`src/rtl/noc_flit_ejector_if.sv`:
```
// Link bundle for the flit ejector: credit-based flit input on one side,
// AXI-Stream master output on the other, plus the sticky overflow flag.
interface noc_flit_ejector_if #(
    parameter int TDATA_WIDTH          = 128,
    parameter int TID_WIDTH            = 2,
    parameter int TDEST_WIDTH          = 4,
    parameter int SERIALIZATION_FACTOR = 1
);
    localparam int FLIT_WIDTH = TDATA_WIDTH / SERIALIZATION_FACTOR;
    localparam int DEST_WIDTH = TDEST_WIDTH + TID_WIDTH;

    logic [FLIT_WIDTH-1:0]  data_in;
    logic [DEST_WIDTH-1:0]  dest_in;
    logic                   is_tail_in;
    logic                   send_in;
    logic                   credit_out;
    logic                   axis_out_tvalid;
    logic                   axis_out_tready;
    logic [TDATA_WIDTH-1:0] axis_out_tdata;
    logic                   axis_out_tlast;
    logic [TID_WIDTH-1:0]   axis_out_tid;
    logic [TDEST_WIDTH-1:0] axis_out_tdest;
    logic                   overflow_err;

    // Ejector side: consumes flits, drives the stream.
    modport slave (
        input  data_in, dest_in, is_tail_in, send_in, axis_out_tready,
        output credit_out, axis_out_tvalid, axis_out_tdata, axis_out_tlast,
        output axis_out_tid, axis_out_tdest, overflow_err
    );

    // Environment side: router link sender and stream sink.
    modport master (
        output data_in, dest_in, is_tail_in, send_in, axis_out_tready,
        input  credit_out, axis_out_tvalid, axis_out_tdata, axis_out_tlast,
        input  axis_out_tid, axis_out_tdest, overflow_err
    );
endinterface

```
`src/rtl/noc_flit_ejector.sv`:
```
// Receive-side termination of a credit-based NoC link. Flits land in a small
// FIFO, are reassembled SERIALIZATION_FACTOR at a time into one AXIS beat, and
// every popped flit returns one credit to the sender a cycle later.
module noc_flit_ejector #(
    parameter int TDATA_WIDTH          = 128,
    parameter int TID_WIDTH            = 2,
    parameter int TDEST_WIDTH          = 4,
    parameter int SERIALIZATION_FACTOR = 1,
    parameter int FLIT_BUFFER_DEPTH    = 2
) (
    input logic              clk,
    input logic              rst,
    noc_flit_ejector_if.slave lnk
);
    localparam int SF         = SERIALIZATION_FACTOR;
    localparam int DEPTH      = FLIT_BUFFER_DEPTH;
    localparam int FLIT_WIDTH = TDATA_WIDTH / SF;
    localparam int DEST_WIDTH = TDEST_WIDTH + TID_WIDTH;
    localparam int PTR_W      = (DEPTH > 1) ? $clog2(DEPTH) : 1;
    localparam int OCC_W      = $clog2(DEPTH + 1);
    localparam int CNT_W      = (SF > 1) ? $clog2(SF) : 1;

    typedef struct packed {
        logic [FLIT_WIDTH-1:0] data;
        logic [DEST_WIDTH-1:0] dest;
        logic                  tail;
    } flit_t;

    flit_t            mem [DEPTH];
    flit_t            head;
    flit_t            flit_in;
    logic [PTR_W-1:0] wr_ptr, rd_ptr;
    logic [OCC_W-1:0] occ;
    logic             full, empty, push, pop;

    logic [CNT_W-1:0]       cnt;
    logic [TDATA_WIDTH-1:0] asm_data, word_next;
    logic [DEST_WIDTH-1:0]  asm_dest, dest_next;
    logic                   completing, out_free;

    logic                   tvalid_r, tlast_r, credit_r, overflow_r;
    logic [TDATA_WIDTH-1:0] tdata_r;
    logic [DEST_WIDTH-1:0]  tdest_r;

    function automatic logic [PTR_W-1:0] ptr_inc(input logic [PTR_W-1:0] p);
        return (p == PTR_W'(DEPTH - 1)) ? '0 : p + 1'b1;
    endfunction

    assign flit_in = '{data: lnk.data_in, dest: lnk.dest_in, tail: lnk.is_tail_in};
    assign head    = mem[rd_ptr];
    assign full    = (occ == OCC_W'(DEPTH));
    assign empty   = (occ == '0);

    // A flit closes the word on the last slice or on an early tail. Only a
    // closing flit needs room in the output register; partial flits may pop
    // into the assembly register even while a finished beat waits for tready.
    assign completing = (cnt == CNT_W'(SF - 1)) || head.tail;
    assign out_free   = !tvalid_r || lnk.axis_out_tready;
    assign pop        = !empty && (!completing || out_free);
    // A full FIFO still accepts when its head leaves in the same cycle.
    assign push       = lnk.send_in && (!full || pop);

    // Assembly view after writing the head flit into slice cnt; slice 0
    // starts a fresh word so stale upper slices never leak into a short beat.
    always_comb begin
        word_next = (cnt == '0) ? '0 : asm_data;
        word_next[cnt*FLIT_WIDTH +: FLIT_WIDTH] = head.data;
        dest_next = (cnt == '0) ? head.dest : asm_dest;
    end

    // FIFO pointers and occupancy.
    always_ff @(posedge clk or posedge rst) begin
        if (rst) begin
            wr_ptr <= '0;
            rd_ptr <= '0;
            occ    <= '0;
        end else begin
            if (push) wr_ptr <= ptr_inc(wr_ptr);
            if (pop)  rd_ptr <= ptr_inc(rd_ptr);
            if (push && !pop)      occ <= occ + OCC_W'(1);
            else if (!push && pop) occ <= occ - OCC_W'(1);
        end
    end

    // FIFO storage; contents are qualified by occupancy so no reset needed.
    always_ff @(posedge clk) begin
        if (push) mem[wr_ptr] <= flit_in;
    end

    // Slice counter and partial-word assembly register.
    always_ff @(posedge clk or posedge rst) begin
        if (rst) begin
            cnt      <= '0;
            asm_data <= '0;
            asm_dest <= '0;
        end else if (pop) begin
            if (completing) begin
                cnt <= '0;
            end else begin
                cnt      <= cnt + 1'b1;
                asm_data <= word_next;
                asm_dest <= dest_next;
            end
        end
    end

    // Output register: loads a finished word, otherwise holds until tready.
    always_ff @(posedge clk or posedge rst) begin
        if (rst) begin
            tvalid_r <= 1'b0;
            tdata_r  <= '0;
            tlast_r  <= 1'b0;
            tdest_r  <= '0;
        end else if (pop && completing) begin
            tvalid_r <= 1'b1;
            tdata_r  <= word_next;
            tlast_r  <= head.tail;
            tdest_r  <= dest_next;
        end else if (lnk.axis_out_tready) begin
            tvalid_r <= 1'b0;
        end
    end

    // Credit return one cycle after each pop; sticky overflow on a dropped flit.
    always_ff @(posedge clk or posedge rst) begin
        if (rst) begin
            credit_r   <= 1'b0;
            overflow_r <= 1'b0;
        end else begin
            credit_r <= pop;
            if (lnk.send_in && full && !pop) overflow_r <= 1'b1;
        end
    end

    assign lnk.credit_out      = credit_r;
    assign lnk.axis_out_tvalid = tvalid_r;
    assign lnk.axis_out_tdata  = tdata_r;
    assign lnk.axis_out_tlast  = tlast_r;
    assign lnk.axis_out_tid    = tdest_r[DEST_WIDTH-1:TDEST_WIDTH];
    assign lnk.axis_out_tdest  = tdest_r[TDEST_WIDTH-1:0];
    assign lnk.overflow_err    = overflow_r;
endmodule

```
`src/flat_wrapper.sv`:
```
// flat-port wrapper written by rule: the top's interface ports become plain ports
module noc_flit_ejector_flat 
#(
    parameter int TDATA_WIDTH          = 128,
    parameter int TID_WIDTH            = 2,
    parameter int TDEST_WIDTH          = 4,
    parameter int SERIALIZATION_FACTOR = 1,
    parameter int FLIT_BUFFER_DEPTH    = 2
)
  (clk, rst, lnk_data_in, lnk_dest_in, lnk_is_tail_in, lnk_send_in, lnk_axis_out_tready, lnk_credit_out, lnk_axis_out_tvalid, lnk_axis_out_tdata, lnk_axis_out_tlast, lnk_axis_out_tid, lnk_axis_out_tdest, lnk_overflow_err);
  noc_flit_ejector_if #(.TDATA_WIDTH(TDATA_WIDTH), .TID_WIDTH(TID_WIDTH), .TDEST_WIDTH(TDEST_WIDTH), .SERIALIZATION_FACTOR(SERIALIZATION_FACTOR)) lnk_i ();
  input logic clk;
  input logic rst;
  input wire logic [$bits(lnk_i.data_in)-1:0] lnk_data_in;
  input wire logic [$bits(lnk_i.dest_in)-1:0] lnk_dest_in;
  input wire logic [$bits(lnk_i.is_tail_in)-1:0] lnk_is_tail_in;
  input wire logic [$bits(lnk_i.send_in)-1:0] lnk_send_in;
  input wire logic [$bits(lnk_i.axis_out_tready)-1:0] lnk_axis_out_tready;
  output wire logic [$bits(lnk_i.credit_out)-1:0] lnk_credit_out;
  output wire logic [$bits(lnk_i.axis_out_tvalid)-1:0] lnk_axis_out_tvalid;
  output wire logic [$bits(lnk_i.axis_out_tdata)-1:0] lnk_axis_out_tdata;
  output wire logic [$bits(lnk_i.axis_out_tlast)-1:0] lnk_axis_out_tlast;
  output wire logic [$bits(lnk_i.axis_out_tid)-1:0] lnk_axis_out_tid;
  output wire logic [$bits(lnk_i.axis_out_tdest)-1:0] lnk_axis_out_tdest;
  output wire logic [$bits(lnk_i.overflow_err)-1:0] lnk_overflow_err;
  assign lnk_i.data_in = lnk_data_in;
  assign lnk_i.dest_in = lnk_dest_in;
  assign lnk_i.is_tail_in = lnk_is_tail_in;
  assign lnk_i.send_in = lnk_send_in;
  assign lnk_i.axis_out_tready = lnk_axis_out_tready;
  assign lnk_credit_out = lnk_i.credit_out;
  assign lnk_axis_out_tvalid = lnk_i.axis_out_tvalid;
  assign lnk_axis_out_tdata = lnk_i.axis_out_tdata;
  assign lnk_axis_out_tlast = lnk_i.axis_out_tlast;
  assign lnk_axis_out_tid = lnk_i.axis_out_tid;
  assign lnk_axis_out_tdest = lnk_i.axis_out_tdest;
  assign lnk_overflow_err = lnk_i.overflow_err;
  noc_flit_ejector #(.TDATA_WIDTH(TDATA_WIDTH), .TID_WIDTH(TID_WIDTH), .TDEST_WIDTH(TDEST_WIDTH), .SERIALIZATION_FACTOR(SERIALIZATION_FACTOR), .FLIT_BUFFER_DEPTH(FLIT_BUFFER_DEPTH)) u_core (.clk(clk), .rst(rst), .lnk(lnk_i));
endmodule
```
`config.mk`:
```
export PLATFORM = sky130hd
export DESIGN_NAME = noc_flit_ejector_flat
export DESIGN_NICKNAME = d
export VERILOG_FILES = /design/src/rtl/noc_flit_ejector_if.sv /design/src/rtl/noc_flit_ejector.sv /design/src/flat_wrapper.sv
export SDC_FILE = /design/constraint.sdc
export NUM_CORES = 1
export LEC_CHECK = 0
export CORE_MARGIN = 1.5
export CORE_UTILIZATION = 65
export DETAILED_ROUTE_END_ITERATION = 8
export DONT_BUFFER_PORTS = 1
export PLACE_DENSITY = 0.81
export SLEW_MARGIN = 30
export SYNTH_ARGS = -nofsm -noshare
export SYNTH_HDL_FRONTEND = slang
export SYNTH_SLANG_ARGS = --single-unit
```
`constraint.sdc`:
```
create_clock -name clk -period 22.7 [get_ports clk]
set_clock_uncertainty 0.2 [all_clocks]
set_input_delay 4.54 -clock clk [delete_from_list [all_inputs] [get_ports clk]]
set_output_delay 4.54 -clock clk [all_outputs]
set_load 0.005 [all_outputs]
```
==> impl_metrics.yaml <==
power:
  peakVddDrop_uv: 111
  p_per_area_nw_per_um2: 134
  finalPower_mw: 2.85
  p_leak_nw: 8.93
logic_synthesis:
  ys_seq_elements: 547
  syn-cell-area_um2: 19800
  synthDistinctLibCells: 23
  syn_avg_cell_area_um2: 13.6
  synth-seq-area-share_pct: 75.8
  yosys_warnings: 0
  syn_nets: 1594
  synthDominantCellAreaShare_pct: 40.9
  syn_inst: 1454
  synth_area_leaders: "edfxtp_1 (41%), dfrtp_1 (35%), mux2i_1 (6.8%)"
  yosysTopAreaCell: "edfxtp_1"
finish:
  area_delta_synth_final_pct: 7.27
  fin_util_pct: 71.2
  nets: 1454
  multi_input_area_um2: 3890
  ff_latch_area_um2: 15000
  drive_gt1_share_pct: 7.01
  diodes: 0
  nFillCells: 1863
sta:
  tns_ns: 0
  fmax_mhz: 161
  drv_slew: 0
  worstMarginPinSlew_ns: 0.860
  period_share_pct: 27.3
  hold_viol: 0
  fin_crit_ns: 6.20
  slew_headroom_pct: 42.6
  grt_setup_unrepaired: "false"
  setup_violations: 0
clock_network:
  root_buffer: "clkbuf_16"
  ctsResizeCount: 0
  clkSlewWorstSetupHoldPaths_ns: 0.06
  htreeDepth: 2
  clockBufferDepth: 3
  cts.sinks: 547
  cts_inserted_buffers: 51
  clkLatencyLatePin_ns: 0.54
  cts_tree: "yes"
  postCtsSetupBuffers: 0
  hold_buffers: 0
critical_path:
  rrSetupSlack_ns: 18.91
  arrival_ns: 6.44
  endpoint_kind: "flop"
  required_ns: 22.94
  crit_path_start_kind: "input port"
  critical_path_class: "in2reg"
  rr_startpoint: "u_core.rd_ptr$_DFFE_PP0N_"
  crit_end: "u_core.lnk.axis_out_tdata[68]$_DFFE_PP0P_"
  cp_max_fo: 108
  timing.rr.end: "u_core.lnk.axis_out_tdata[68]$_DFFE_PP0P_"
  ff2ff_path_depth: 7
  startpoint: "lnk_axis_out_tready"
floorplanning:
  rows: 63
  die_area_um2: 31600
  fp.dieH_um: 178
  core_um2: 29900
  initial_core_util_pct: 66.4
  die_w_um: 178
  ios: 277
global_route:
  antenna_found_initial: 0
  grt_pass1_wl_um: 55800
  use_met1_pct: 29.4
  busiest_layer: "met2"
  use_met2_pct: 38.3
  grt_util_met3_pct: 7.37
  grt_use_total_pct: 23.2
  grt_max_degree: 138
  grt_pass1_vias: 10300
  overflow: 0
placed_design:
  place.gp.congestion: 0.766
  hpwl_um: 21500
  io_buffers: 0
drt:
  vias_per_cell: 5.64
  wl_per_cell_um: 20.7
  first_pass_iters: 6
  drt_iter0_markers: 742
  wl_um: 36100
  vias: 9844
  ant_nets: 0
  drc: 0
status:
  status: "completed"
min_path:
  hp-class: "reg2reg"
run:
  maxCapViolCount: 0
==> cell usage in the layout, fill, tap and decap left out, types with 2 or more instances in the layout <==
cell type and n:
bufinv_16 3, clkbuf_8 8, dfrtp_1 275, buf_6 8, buf_16 2, mux2i_1 135
o21ai_1 135, clkinv_2 7, nand2_1 135, nor2_1 139, xnor2_1 2, clkbuf_1 18
clkbuf_16 53, xor2_1 3, edfxtp_1 270, clkinv_1 5, inv_1 4, buf_4 5
a21oi_1 135, nor2_4 2, dfrtp_4 2
==> worst max-delay path, stage by stage <==
cell	delay, ns
nand2b_1	0.18
o221ai_4	0.10
buf_6	0.56
buf_4	0.66
nand2_1	0.13
o21ai_1	0.13
==> cells in the mapped netlist <==
cell type and instances:
dfrtp_1 277, edfxtp_1 270, clkbuf_1 170, nor2_1 141, a21oi_1 135, mux2i_1 135
nand2_1 135, o21ai_1 135, buf_2 20, buf_6 11, buf_4 6, inv_1 5
xor2_1 3, xnor2_1 2, a21bo_2 1, a31o_2 1, buf_1 1, ha_1 1
mux2_4 1, nand2b_1 1, nor2b_1 1, o21ai_0 1, o221ai_4 1
==> layer usage <==
layer / vias to the layer above / part of all wire [%]
li1: 4662 / -
met1: 4840 / 40
met2: 275 / 50
met3: 67 / 7.9
met4: 0 / 2.7
met5: - / 0
==> final cells by class <==
cell class              instances  share of cell area (%)
flip-flops and latches        547                    70.7
multi-input cells             694                    18.3
clock buffers                  79                    7.07
well taps                     390                    2.29
repair buffers                 15                   0.858
clock inverters                15                   0.676
inverters                       5                   0.147
==> how the worst min path moves through the flow <==
stage / startpoint / to / slack [ns] / cells after the start
2_1_floorplan: u_core.asm_data[0]$_DFFE_PP0P_ / u_core.asm_data[0]$_DFFE_PP0P_ / 0.23 / 1
3_3_place_gp: u_core.asm_data[13]$_DFFE_PP0P_ / u_core.asm_data[13]$_DFFE_PP0P_ / 0.16 / 0
3_5_place_dp: u_core.asm_data[11]$_DFFE_PP0P_ / u_core.asm_data[11]$_DFFE_PP0P_ / 0.17 / 0
4_1_cts: u_core.asm_data[83]$_DFFE_PP0P_ / u_core.asm_data[83]$_DFFE_PP0P_ / 0.18 / 0
5_1_grt: u_core.asm_data[83]$_DFFE_PP0P_ / u_core.asm_data[83]$_DFFE_PP0P_ / 0.18 / 0
6_report: u_core.asm_data[43]$_DFFE_PP0P_ / u_core.asm_data[43]$_DFFE_PP0P_ / 0.18 / 0
==> power by group <==
group | internal [mW] | switching (mW) | total (mW)
logic | 0.212 | 0.363 | 0.575
registers | 1.30 | 0.152 | 1.45
clock network | 0.488 | 0.337 | 0.825
total | 2.00 | 0.851 | 2.85
==> metrics by stage <==
stage | instances | instance area [um2] | setup slack [ns] | hold WS, ns
3_5_place_dp | 1649 | 19600 | 15.77 | 0.166
2_1_floorplan | 1454 | 19800 | 10.32 | 0.229
5_1_grt | 1745 | 21300 | 16.36 | 0.184
6_report | 1745 | 21300 | 16.50 | 0.176
4_1_cts | 1743 | 21200 | 16.32 | 0.180
3_3_place_gp | 1649 | 19500 | 15.91 | 0.165
==> cells by family (layout without fill, tap and decap cells) <==
family                   Yosys count  count (layout)  share of synthesized area (%)
flip-flops                       547             547                           75.8
AND/OR/NAND/NOR                  278             278                           5.28
AO/OA/AOI/OAI                    274             274                           7.06
buffers and inverters            213             114                           4.69
multiplexers                     136             136                           6.89
XOR/XNOR                           5               5                          0.221
adder cells (fa/ha/maj)            1               1                         0.0630
==> state kept, by name (all words and copies together) (netlist names) <==
register	cells
u_core.lnk.axis_out_tdata	128
u_core.wr_ptr	1
u_core.occ	2
u_core.lnk.axis_out_tvalid	1
u_core.lnk.credit_out	1
u_core.lnk.overflow_err	1
u_core.asm_dest	6
u_core.cnt	1
u_core.tdest_r	6
u_core.rd_ptr	1
u_core.mem	270
u_core.asm_data	128
u_core.lnk.axis_out_tlast	1
No activity file was read; power rests on OpenSTA's default activity.
